<file path="config.mk">
export PLATFORM = sky130hd
export DESIGN_NAME = fft_stage_sequencer
export DESIGN_NICKNAME = d
export VERILOG_FILES = /design/src/rtl/fft_stage_sequencer.sv
export SDC_FILE = /design/constraint.sdc
export NUM_CORES = 1
export LEC_CHECK = 0
export CAP_MARGIN = 40
export CORE_ASPECT_RATIO = 0.8
export CORE_MARGIN = 1.5
export CORE_UTILIZATION = 25
export CTS_BUF_LIST = sky130_fd_sc_hd__clkbuf_16
export DETAILED_ROUTE_END_ITERATION = 8
export HOLD_SLACK_MARGIN = 0.05
export PLACE_DENSITY = 0.52
export SLEW_MARGIN = 10
export SYNTH_ARGS = -nofsm -noshare
export SYNTH_HDL_FRONTEND = slang
export SYNTH_SLANG_ARGS = --single-unit
</file>
<file path="constraint.sdc">
create_clock -name clk -period 4.5 [get_ports clk]
set_input_delay 0.9 -clock clk [delete_from_list [all_inputs] [get_ports clk]]
set_output_delay 0.9 -clock clk [all_outputs]
set_load 0.1 [all_outputs]
</file>
<file path="src/rtl/fft_stage_sequencer.sv">
// fft_stage_sequencer: start/load/stage-stepping control sequencer for the 32-point radix-2 FFT core
//
// Ports:
//   clk             system clock, all logic on the rising edge
//   rst_n           asynchronous active-low reset
//   i_start         transform request, honoured only while idle
//   i_in_valid      one input sample written to the banks this cycle
//   o_in_ready      sequencer is accepting samples
//   o_ld_data       bank contents valid, to stage control
//   o_en            stage enable, to stage control
//   o_stage_num     current stage index, to stage control
//   i_stage_done    current stage finished, from stage control
//   o_busy          transform in progress
//   o_fft_done      one-cycle completion pulse
//   o_timeout_err   sticky stalled-stage flag, cleared by the next accepted start
module fft_stage_sequencer #(
    parameter int NUMSTAGES  = 5,
    parameter int NUMSAMPLES = 32,
    parameter int TIMEOUT    = 64
) (
    input  logic       clk,
    input  logic       rst_n,
    input  logic       i_start,
    input  logic       i_in_valid,
    output logic       o_in_ready,
    output logic       o_ld_data,
    output logic       o_en,
    output logic [2:0] o_stage_num,
    input  logic       i_stage_done,
    output logic       o_busy,
    output logic       o_fft_done,
    output logic       o_timeout_err
);
    localparam int CW = $clog2(NUMSAMPLES + 1);
    localparam int TW = $clog2(TIMEOUT);
    localparam logic [2:0]    LAST_STAGE = 3'(NUMSTAGES - 1);
    localparam logic [CW-1:0] LAST_SMPL  = CW'(NUMSAMPLES - 1);
    localparam logic [TW-1:0] LAST_TICK  = TW'(TIMEOUT - 1);

    typedef enum logic [2:0] {S_IDLE, S_LOAD, S_RUN, S_GAP, S_DONE, S_ERR} state_t;

    state_t        r_state, w_state;
    logic [CW-1:0] r_cnt, w_cnt;
    logic [TW-1:0] r_timer, w_timer;
    logic [2:0]    r_stage, w_stage;
    logic          r_in_ready, w_in_ready;
    logic          r_ld_data, w_ld_data;
    logic          r_en, w_en;
    logic          r_busy, w_busy;
    logic          r_fft_done, w_fft_done;
    logic          r_terr, w_terr;

    always_ff @(posedge clk or negedge rst_n) begin
        if (!rst_n) begin
            r_state    <= S_IDLE;
            r_cnt      <= '0;
            r_timer    <= '0;
            r_stage    <= '0;
            r_in_ready <= 1'b0;
            r_ld_data  <= 1'b0;
            r_en       <= 1'b0;
            r_busy     <= 1'b0;
            r_fft_done <= 1'b0;
            r_terr     <= 1'b0;
        end else begin
            r_state    <= w_state;
            r_cnt      <= w_cnt;
            r_timer    <= w_timer;
            r_stage    <= w_stage;
            r_in_ready <= w_in_ready;
            r_ld_data  <= w_ld_data;
            r_en       <= w_en;
            r_busy     <= w_busy;
            r_fft_done <= w_fft_done;
            r_terr     <= w_terr;
        end
    end

    // Every output is computed here as the value it takes after the next edge.
    always_comb begin
        w_state    = r_state;
        w_cnt      = r_cnt;
        w_timer    = r_timer;
        w_stage    = r_stage;
        w_in_ready = r_in_ready;
        w_ld_data  = r_ld_data;
        w_en       = r_en;
        w_busy     = r_busy;
        w_fft_done = r_fft_done;
        w_terr     = r_terr;
        case (r_state)
            S_IDLE: if (i_start) begin
                w_state    = S_LOAD;
                w_cnt      = '0;
                w_terr     = 1'b0;
                w_busy     = 1'b1;
                w_in_ready = 1'b1;
            end
            S_LOAD: if (i_in_valid && r_in_ready) begin
                w_cnt = r_cnt + 1'b1;
                if (r_cnt == LAST_SMPL) begin
                    w_state    = S_RUN;
                    w_in_ready = 1'b0;
                    w_ld_data  = 1'b1;
                    w_en       = 1'b1;
                    w_stage    = '0;
                    w_timer    = '0;
                end
            end
            S_RUN: begin
                w_timer = r_timer + 1'b1;
                // stage_done takes priority over a timeout on the same cycle
                if (i_stage_done) begin
                    w_en       = 1'b0;
                    w_state    = (r_stage == LAST_STAGE) ? S_DONE : S_GAP;
                    w_fft_done = (r_stage == LAST_STAGE);
                    w_stage    = (r_stage == LAST_STAGE) ? r_stage : r_stage + 1'b1;
                end else if (r_timer == LAST_TICK) begin
                    w_state = S_ERR;
                    w_en    = 1'b0;
                    w_terr  = 1'b1;
                end
            end
            S_GAP: begin
                w_state = S_RUN;
                w_en    = 1'b1;
                w_timer = '0;
            end
            S_DONE, S_ERR: begin
                w_state    = S_IDLE;
                w_fft_done = 1'b0;
                w_ld_data  = 1'b0;
                w_busy     = 1'b0;
                w_stage    = '0;
            end
            default: w_state = S_IDLE;
        endcase
    end

    assign o_in_ready    = r_in_ready;
    assign o_ld_data     = r_ld_data;
    assign o_en          = r_en;
    assign o_stage_num   = r_stage;
    assign o_busy        = r_busy;
    assign o_fft_done    = r_fft_done;
    assign o_timeout_err = r_terr;
endmodule

</file>
## Yosys cells after proc, flatten, opt, wreduce, memory -nomap -nowiden

Index checks and enable logic that the tools add are counted.

| cells by class | value |
|---|---|
| add/subtract/negate cells | 3 |
| eq/ne operators | 16 |
| muxes and demuxes | 35 |
| reductions and logical operators | 20 |

Operators with widths:

| cell | count |
|---|---|
| 3-bit two-way mux | 10 |
| 6-bit two-way mux | 4 |
| 6-bit case mux with 3 select lines | 1 |
| 4-bit AND reduction | 4 |
| 2-bit inequality test (second input constant) | 7 |
| 6-bit by 1-bit adder with 6-bit output (second input constant) | 2 |
| 3-bit case mux with 4 select lines | 1 |
| 6-bit case mux with 2 select lines | 1 |
| 1-bit two-way mux | 11 |
| 1-bit case mux with 2 select lines | 5 |
| 2-bit nonzero test | 5 |
| 3-bit == test (second input constant) | 3 |
| 3-bit case mux with 3 select lines | 1 |
| 3-bit AND reduction | 3 |
| 3-bit by 2-bit == test with 1-bit output (second input constant) | 2 |
| 6-bit by 5-bit == test with 1-bit output (second input constant) | 1 |
| 6-bit == test (second input constant) | 1 |
| 3-bit nonzero test | 2 |
| 5-bit AND reduction | 1 |
| 2-bit AND reduction | 2 |
| 3-bit by 1-bit adder with 3-bit output (second input constant) | 1 |
| 3-bit by 1-bit == test with 1-bit output (second input constant) | 1 |
| 3-bit logical NOT | 1 |
| 3-bit inequality test (second input constant) | 1 |
| other kinds (3) | 3 |

| word-level totals | value |
|---|---|
| flip-flop bits (word level) | 24 |
| word-level logic and storage cells | 84 |

## Longest topological paths before layout

Gate-level depths: netlist of the first run.

| depth | value |
|---|---|
| word-level depth | 4 |
| depth in mapped cells | 6 |

## Worst setup path before layout of the first run

No wires, ideal clock.

| timing path | value |
|---|---|
| path kind | reg-to-reg |
| start point | register r_in_ready (netlist: o_in_ready) |
| end point | register r_cnt[5] |
| data arrival time | 1934 ps |
| slack | 2489 ps |
| cell stages (with the launch flop) | 5 |
| clock period less this slack | 2011 ps |
| cell sequence | dfrtp_1 and2_1 a21oi_2 or4_1 a21oi_1 |

| between the ends | value |
|---|---|
| longest elaborated chain between the ends | 3 |

RTL lines:

| what | line | source |
|---|---|---|
| start, declared | 46 | `logic r_in_ready, w_in_ready;` |
| start signal, assigned | 70 | `r_in_ready <= w_in_ready;` |
| 1-bit logical AND | 99 | `S_LOAD: if (i_in_valid && r_in_ready) begin` |
| 2-bit inequality test (no source line) | - |  |
| 3-bit AND reduction (no source line) | - |  |
| end signal, assigned | 67 | `r_cnt <= w_cnt;` |
| end, declared | 43 | `logic [CW-1:0] r_cnt, w_cnt;` |

Every way passes these cells.
A chain may end at the register's enable or synchronous reset.

## Final worst setup path of the first run

| timing path | value |
|---|---|
| start point | input i_start |
| end point | register r_cnt[5] |

| between the ends | value |
|---|---|
| longest elaborated chain between the ends | 2 |

RTL lines:

| what | line | source |
|---|---|---|
| start, declared | 23 | `input logic i_start,` |
| 2-bit inequality test (no source line) | - |  |
| 3-bit AND reduction (no source line) | - |  |

Every way passes these cells.

==> results.py, run 1 <==
metrics = {
    "run_status": {
        "status": "complete, no violations",
    },
    "power": {
        "leakage_nw": 0.6970,
        "power_density_nw_per_um2": 669.4,
        "ir_drop_v": 0.0005127,
    },
    "placed_design": {
        "post-place-ws_ns": 1.886,
        "place.gp.congestion": 0.7774,
        "place.detailed.hpwl_um": 2169,
        "portBuffers": 13,
        "post_dp_cell_area_um2": 1635,
    },
    "drt": {
        "route.vias.total": 1049,
        "routed_via_density": 4.925,
        "wl_per_cell_um": 13.67,
        "postRouteAntennaNets": 0,
        "drc": 0,
        "drtIter0Drc": 48,
        "drt_wl_total_um": 2911,
        "firstDrtPassIters": 4,
    },
    "setup_path": {
        "setup.worst_path.start_class": "primary input",
        "end_kind": "flip-flop",
        "worst_ep_arrival_time_ns": 2.54,
        "cp_data_required_time_ns": 4.68,
        "path_max_fanout": 7,
        "slowest_delay_ns": 0.54,
        "slowest_stage": "clkdlybuf4s50_1",
        "worstPathCellList": "clkdlybuf4s50_1 -> nor4b_4 -> a21oi_2 -> or4_1 -> a21oi_1",
        "critPathKind": "in -> reg",
    },
    "clocking": {
        "clock_latency_ns": 0.25,
        "ctsHoldBuffers": 0,
        "cts_made_buffers": 3,
        "cts-resized-gates": 0,
        "htree_levels": 1,
        "clkTransAtPathRegs_ns": 0.06,
        "postCtsSetupBuffers": 0,
        "cts_sinks": 24,
        "clock_path_buffers": 2,
        "cts-root-buf": "clkbuf_16",
        "tritoncts": "done",
    },
    "floorplanning": {
        "coreArea_um2": 5007,
        "fp.dieH_um": 67.56,
        "start_util": 0.2601,
        "io_pins": 14,
        "fp.dieArea_um2": 5655,
        "row_count": 23,
        "dieWidth_um": 83.70,
    },
    "sta": {
        "rsz0062_at_grt": "no",
        "slew_headroom": 0.5469,
        "setup_viol": 0,
        "worst_slew_pin_slew_ns": 0.6797,
        "hold_ws_ns": 0.5242,
        "fin_tns_setup_ns": 0,
        "clock.fmax_ghz": 0.4237,
        "finClkSkew_ns": 0.0007983,
        "min_period_ns": 2.360,
        "setup_ws_ns": 2.140,
        "finalHoldViolCount": 0,
        "period_share": 0.5245,
        "maxSlewViolCount": 0,
    },
    "finish": {
        "fin_util": 0.3416,
        "drive_gt1_frac": 0.1523,
        "layout_common_cells": "dfrtp_1 (24), clkdlybuf4s50_1 (13), nand2_1 (11), nand3_1 (11)",
        "nets": 162,
        "final_common_cell": "dfrtp_1",
        "final_cell_area_um2": 1710,
        "n_fill_cell": 510,
        "diodes": 0,
        "area_growth_pct": 31.32,
    },
    "yosys": {
        "ys_warn_count": 0,
        "synthFlopType": "dfrtp_1",
        "syn_area_per_cell_um2": 10.02,
        "synth_seq_cells": 24,
        "syn_area_um2": 1302,
        "yosysUniqueCellTypes": 43,
        "synth_edf_count": 0,
        "yosysSeqAreaShare": 0.4611,
        "synthesis.nets": 139,
        "synth-async-reset-ratio": 1.000,
        "syn_inst": 130,
    },
    "worst_hold_path": {
        "worstHoldPathType": "reg -> reg",
    },
    "run": {
        "drv_cap": 0,
    },
    "global_routing": {
        "grt_max_degree": 21,
        "grt_pass1_vias": 1080,
        "antenna_found_initial": 0,
        "grt_usage": 0.1156,
        "grt_pass1_wl_um": 5154,
        "grt_overflow_total": 0,
    },
}
==> where the power goes <==
part           internal (mW)  leakage, nW  total, mW  switching (mW)
combinational          0.227        0.362      0.558           0.332
sequential             0.294        0.298      0.397           0.103
clock                  0.118       0.0370      0.189          0.0719
==> area by class of cell <==
type | count | area (um^2) | share of cell area
inverters | 6 | 22.52 | 0.01317
repair buffers | 23 | 292.8 | 0.1712
flip-flops and latches | 24 | 600.6 | 0.3511
clock buffers | 3 | 75.07 | 0.04389
well taps | 62 | 77.57 | 0.04535
multi-input cells | 95 | 641.9 | 0.3753
==> stage by stage <==
stage	power (mW)	instances
finish	1.145	213
global route	1.212	213
CTS	1.155	213
detailed placement	0.9571	210
global placement	0.8711	200
floorplan	0.7619	130
==> worst max-delay path, delay by kind of cell <==
kind                   cells  cell delay (ns)
and+or+nand+nor            2             0.83
buffers and inverters      1             0.54
AOI/OAI and AO/OA          2             0.28
==> flip-flops by register name, indices dropped and copies added (netlist names) <==
register	flops
o_ld_data	1
o_fft_done	1
r_state	3
o_timeout_err	1
r_timer	6
o_in_ready	1
r_cnt	6
o_stage_num	3
o_busy	1
o_en	1
==> cells in the mapped netlist (all sizes together) (2+ instances only) <==
master | instances | area (um^2)
nand4 | 2 | 12.51
ha | 4 | 50.05
a32o | 2 | 20.02
o21ai | 9 | 45.04
xor2 | 3 | 26.28
a211oi | 2 | 15.01
o31ai | 2 | 15.01
a22o | 3 | 30.03
nand2 | 11 | 41.29
buf | 3 | 30.03
a21oi | 8 | 43.79
o2bb2ai | 2 | 17.52
nand3 | 11 | 55.05
inv | 6 | 22.52
nor2 | 9 | 33.78
dfrtp | 24 | 600.6
and3 | 2 | 12.51
clkbuf | 2 | 7.510
and2 | 2 | 12.51
nor3b | 3 | 33.78
==> worst paths after layout <==
| path | start | endpoint | slack (ns) | cells past startpoint |
|---|---|---|---|---|
| setup reg to reg | r_state[1] | r_cnt[5] | 2.60 | 4 |
| max in group asynchronous | rst_n | o_in_ready | 3.07 | 2 |
| hold reg to reg | r_timer[3] | r_timer[3] | 0.52 | 1 |
| setup / recovery | i_start | r_cnt[5] | 2.14 | 5 |
| min in group asynchronous | rst_n | r_cnt[2] | 0.98 | 1 |
| hold / removal | r_timer[3] | r_timer[3] | 0.52 | 1 |
==> cells by family (layout without fill, tap and decap cells) <==
kind of cell / count (synthesis) / in the layout / share of synthesized area
adders and majority gates: 4 / 4 / 0.03843
AOI/OAI and AO/OA: 37 / 37 / 0.2017
buffers and inverters: 11 / 32 / 0.04611
xor gates and xnor gates: 4 / 4 / 0.02690
DFF: 24 / 24 / 0.4611
and+or+nand+nor: 48 / 48 / 0.2094
muxes: 2 / 2 / 0.01633
==> routing by layer <==
layer,up-vias,global-route usage,share of wire
li1,520,-,-
met1,511,0.1529,0.52
met2,16,0.1835,0.43
met3,2,0.03790,0.035
met4,0,0.03074,0.0086
met5,-,0,0
No activity file was read; power rests on OpenSTA's default activity.
==> inputs of run 2 (changes only) <==
==> constraint.sdc (replaced) <==
create_clock -name clk -period 2.2 [get_ports clk]
set_input_delay 0.44 -clock clk [delete_from_list [all_inputs] [get_ports clk]]
set_output_delay 0.44 -clock clk [all_outputs]
set_load 0.1 [all_outputs]
==> run 2 against run 1 <==
Net effect: die area stayed put; worst setup slack worse by 1.8 ns; clock-buffer cell count stayed put; critical path type is now reg -> reg; critical endpoint is now r_timer[2].
==> results.py, run 2 (synthesis results as in run 1) <==
metrics = {
    "sta": {
        "period_share": 0.8441,
        "maxSlewViolCount": 0,
        "setup_viol": 0,
        "min_period_ns": 1.857,
        "finClkSkew_ns": 0.005916,
        "slew_headroom": 0.6540,
        "clock.fmax_ghz": 0.5385,
        "rsz0062_at_grt": "no",
        "finalHoldViolCount": 0,
        "worst_slew_pin_slew_ns": 0.5190,
        "fin_tns_setup_ns": 0,
        "hold_ws_ns": 0.5118,
        "setup_ws_ns": 0.3429,
    },
    "drt": {
        "drt_wl_total_um": 2880,
        "wl_per_cell_um": 13.85,
        "routed_via_density": 4.942,
        "postRouteAntennaNets": 0,
        "firstDrtPassIters": 4,
        "route.vias.total": 1028,
        "drc": 0,
        "drtIter0Drc": 78,
    },
    "clocking": {
        "cts-root-buf": "clkbuf_16",
        "htree_levels": 1,
        "cts_made_buffers": 3,
        "tritoncts": "done",
        "clkTransAtPathRegs_ns": 0.06,
        "clock_path_buffers": 2,
        "cts-resized-gates": 0,
        "postCtsSetupBuffers": 0,
        "clock_latency_ns": 0.26,
        "ctsHoldBuffers": 0,
        "cts_sinks": 24,
    },
    "finish": {
        "final_cell_area_um2": 1559,
        "diodes": 0,
        "fin_util": 0.3113,
        "nets": 156,
        "area_growth_pct": 19.69,
        "drive_gt1_frac": 0.1781,
        "reg_top3": "r_cnt x6, r_timer x6",
        "final_common_cell": "dfrtp_1",
        "fin_cells": 208,
        "layout_common_cells": "dfrtp_1 (24), buf_4 (13), nand2_1 (11), nand3_1 (11)",
    },
    "placed_design": {
        "post_dp_cell_area_um2": 1480,
        "place.detailed.hpwl_um": 2163,
        "place.gp.congestion": 0.7500,
        "dpl.cell_count": 204,
        "portBuffers": 13,
        "post-place-ws_ns": 0.1027,
    },
    "power": {
        "p_clk_frac": 0.178,
        "leakage_nw": 0.6514,
        "power.switching_mw": 1.011,
        "finalPower_mw": 2.189,
        "ir_drop_v": 0.0007411,
        "p_int_mw": 1.177,
        "power_density_nw_per_um2": 1404,
        "p_comb_frac": 0.454,
        "seqPwrFrac": 0.368,
        "switching_share": 0.4621,
    },
    "floorplanning": {
        "row_count": 23,
        "start_util": 0.2601,
        "dieWidth_um": 83.70,
        "io_pins": 14,
        "coreArea_um2": 5007,
        "fp.dieArea_um2": 5655,
        "fp.dieH_um": 67.56,
    },
    "global_routing": {
        "grt_pass1_wl_um": 5043,
        "grt_pass1_vias": 1023,
        "antenna_found_initial": 0,
        "grt_overflow_total": 0,
        "grt_usage": 0.1128,
        "grt_max_degree": 25,
    },
    "setup_path": {
        "cp_data_required_time_ns": 2.34,
        "end_kind": "flip-flop",
        "setup.worst_path.start_class": "flip-flop",
        "critPathKind": "reg -> reg",
        "path_max_fanout": 4,
        "worst_ep_arrival_time_ns": 2.00,
    },
    "run": {
        "drv_cap": 0,
    },
    "run_status": {
        "status": "complete, no violations",
    },
    "worst_hold_path": {
        "worstHoldPathType": "reg -> reg",
    },
}
[run 2: layout make-up]
cell class	instances	area (um^2)
sequential	24	600.6
fill	544	3448
clock inverter	1	3.754
multi-input combinational	95	641.9
inverter	6	22.52
clock buffer	3	75.07
timing repair buffer	17	137.6
tap	62	77.57
[run 2: path summary, 6_finish.rpt]
path	from	endpoint	slack [ns]	cells past startpoint
max in group asynchronous	rst_n	r_timer[3]	1.41	2
hold / removal	o_busy	o_busy	0.51	2
setup / recovery	r_cnt[1]	r_timer[2]	0.34	5
hold reg to reg	o_busy	o_busy	0.51	2
setup reg to reg	r_cnt[1]	r_timer[2]	0.34	5
min in group asynchronous	rst_n	r_cnt[2]	0.55	2
[run 2: power groups by stage]
stage	clock [mW]	sequential, mW	combinational (mW)
global route	0.415	0.840	1.08
detailed placement	0	0.811	0.996
global placement	0	0.799	0.992
floorplan	0	1.10	0.463
CTS	0.404	0.803	0.999
finish	0.391	0.805	0.993
[run 2: routing by layer]
metal / share of wire / vias to the layer above / GRT usage
met5: 0 / - / 0
met4: 0.0059 / 0 / 0.03484
met3: 0.043 / 2 / 0.02812
met2: 0.41 / 23 / 0.1633
met1: 0.54 / 495 / 0.1647
li1: - / 508 / -
[run 2: worst max-delay path, cell delays in order, from the launching register on]
cell     delay [ns]
dfrtp_1        0.39
ha_1           0.22
nand4_1        0.19
nor3_1         0.35
o21ai_0        0.25
a211o_1        0.35
==> inputs of run 3 (changes only) <==
==> constraint.sdc (replaced) <==
create_clock -name clk -period 1.95 [get_ports clk]
set_input_delay 0.39 -clock clk [delete_from_list [all_inputs] [get_ports clk]]
set_output_delay 0.39 -clock clk [all_outputs]
set_load 0.1 [all_outputs]
==> run 3 against run 2 <==
Net effect: power increased by 15%; highest routed layer unchanged; largest cell class unchanged; sequential power rose by 11%; clock power rose by 14%; critical path type unchanged; final area up 4.1%; clock skew shrank 0.0037 ns; critical path depth stayed put.
==> results.py, run 3 (synthesis results as in run 1) <==
metrics = {
    "clocking": {
        "cts_made_buffers": 3,
        "tritoncts": "done",
        "cts-resized-gates": 0,
        "ctsHoldBuffers": 0,
        "clock_latency_ns": 0.25,
        "cts_sinks": 24,
        "postCtsSetupBuffers": 0,
        "cts-root-buf": "clkbuf_16",
        "htree_levels": 1,
        "clock_path_buffers": 2,
        "clkTransAtPathRegs_ns": 0.06,
    },
    "drt": {
        "route.vias.total": 1033,
        "routed_via_density": 4.896,
        "wl_met1_um": 1505,
        "wl_per_cell_um": 13.87,
        "routed-wl-met3_um": 77,
        "drt_wl_total_um": 2926,
        "firstDrtPassIters": 4,
        "drtIter0Drc": 98,
        "maxUsedRoutingLayer": "met4",
        "wl_met2_um": 1306,
        "drc": 0,
        "postRouteAntennaNets": 0,
    },
    "setup_path": {
        "slowest_stage": "dfrtp_1",
        "path_max_fanout": 4,
        "ff2ff_path_depth": 5,
        "worstPathCellList": "ha_1 -> nand4_1 -> nor3_1 -> o21ai_0 -> a211o_1",
        "end_kind": "flip-flop",
        "critPathKind": "reg -> reg",
        "slowest_delay_ns": 0.38,
        "crit_family": "compound AO/OA/AOI/OAI gates",
        "worst_ep_arrival_time_ns": 1.91,
        "worst-path-stages": 5,
        "path_buf_inv": 0,
        "cp_data_required_time_ns": 2.09,
        "setup.worst_path.start_class": "flip-flop",
    },
    "sta": {
        "setup_viol": 0,
        "clock.fmax_ghz": 0.5670,
        "finClkSkew_ns": 0.002209,
        "min_period_ns": 1.764,
        "slew_headroom": 0.7503,
        "hold_ws_ns": 0.4961,
        "rsz0062_at_grt": "no",
        "period_share": 0.9044,
        "maxSlewViolCount": 0,
        "finalHoldViolCount": 0,
        "worst_slew_pin_slew_ns": 0.3706,
    },
    "placed_design": {
        "place.detailed.hpwl_um": 2215,
        "portBuffers": 13,
        "place.gp.congestion": 0.7500,
        "post_dp_cell_area_um2": 1544,
    },
    "global_routing": {
        "antenna_found_initial": 0,
        "grt_pass1_vias": 995,
        "grt_overflow_total": 0,
        "grt_usage": 0.1093,
        "grt_max_degree": 25,
        "grt_pass1_wl_um": 4940,
    },
    "finish": {
        "regArea_um2": 604.3,
        "n_fill_cell": 530,
        "nets": 159,
        "fin_util": 0.3241,
        "drive_gt1_frac": 0.2148,
        "final_common_cell": "dfrtp_1",
        "reg_top3": "r_cnt x6, r_timer x6",
        "multi_input_area_um2": 641.9,
        "area_growth_pct": 24.59,
        "diodes": 0,
        "layout_common_cells": "dfrtp_1 (21), buf_4 (13), nand2_1 (11), nand3_1 (11)",
        "final_cell_area_um2": 1623,
    },
    "power": {
        "p_int_mw": 1.378,
        "switching_share": 0.4540,
        "p_clk_frac": 0.176,
        "power_density_nw_per_um2": 1555,
        "p_comb_frac": 0.469,
        "finalPower_mw": 2.524,
        "ir_drop_v": 0.0007826,
        "power.switching_mw": 1.146,
        "seqPwrFrac": 0.355,
        "leakage_nw": 0.6703,
    },
    "floorplanning": {
        "row_count": 23,
        "fp.dieArea_um2": 5655,
        "dieWidth_um": 83.70,
        "fp.dieH_um": 67.56,
        "io_pins": 14,
        "start_util": 0.2601,
        "coreArea_um2": 5007,
    },
    "run": {
        "drv_cap": 0,
    },
    "worst_hold_path": {
        "worstHoldPathType": "in -> async",
    },
    "run_status": {
        "status": "complete, no violations",
    },
}
[run 3: changes by cell type in the layout (fill, tap and decap cells not counted), sizes merged]
| cell | delta |
|---|---|
| buf | +3 |
[run 3: cell type report]
type / instances / area share
Clock buffer: 3 / 0.04626
Multi-Input combinational cell: 95 / 0.3955
Clock inverter: 1 / 0.002313
Sequential cell: 24 / 0.3724
Tap cell: 62 / 0.04780
Timing Repair Buffer: 20 / 0.1218
Inverter: 6 / 0.01388
[run 3: metal layers]
layer / vias to the layer above / global-route usage
li1: 516 / -
met3: 2 / 0.02078
met4: 0 / 0.02459
met1: 500 / 0.1570
met5: - / 0
met2: 15 / 0.1714
[run 3: path summary, 6_finish.rpt]
kind,startpoint,endpoint,slack (ns)
max,r_cnt[0],r_timer[2],0.19
min,rst_n,r_cnt[2],0.50
max reg2reg,r_cnt[0],r_timer[2],0.19
min reg2reg,r_timer[3],r_timer[3],0.51
max in group asynchronous,rst_n,o_stage_num[0],1.20
min in group clk,r_timer[3],r_timer[3],0.51
[run 3: power groups by stage]
stage          clock network [mW]  registers, mW  logic [mW]
5_1_grt                     0.484          0.931        1.29
3_5_place_dp                    0          0.904        1.19
3_3_place_gp                    0          0.897        1.17
4_1_cts                     0.463          0.896        1.19
2_1_floorplan                   0           1.24       0.521
6_report                    0.445          0.896        1.18
[run 3: through the flow]
step / instances / setup WS [ns] / setup TNS [ns]
2_1_floorplan: 130 / 0.2278 / 0
3_3_place_gp: 207 / 0.06128 / 0
3_5_place_dp: 207 / -0.01995 / -0.01995
4_1_cts: 211 / 0.2129 / 0
5_1_grt: 211 / 0.01320 / 0
6_report: 211 / 0.1864 / 0
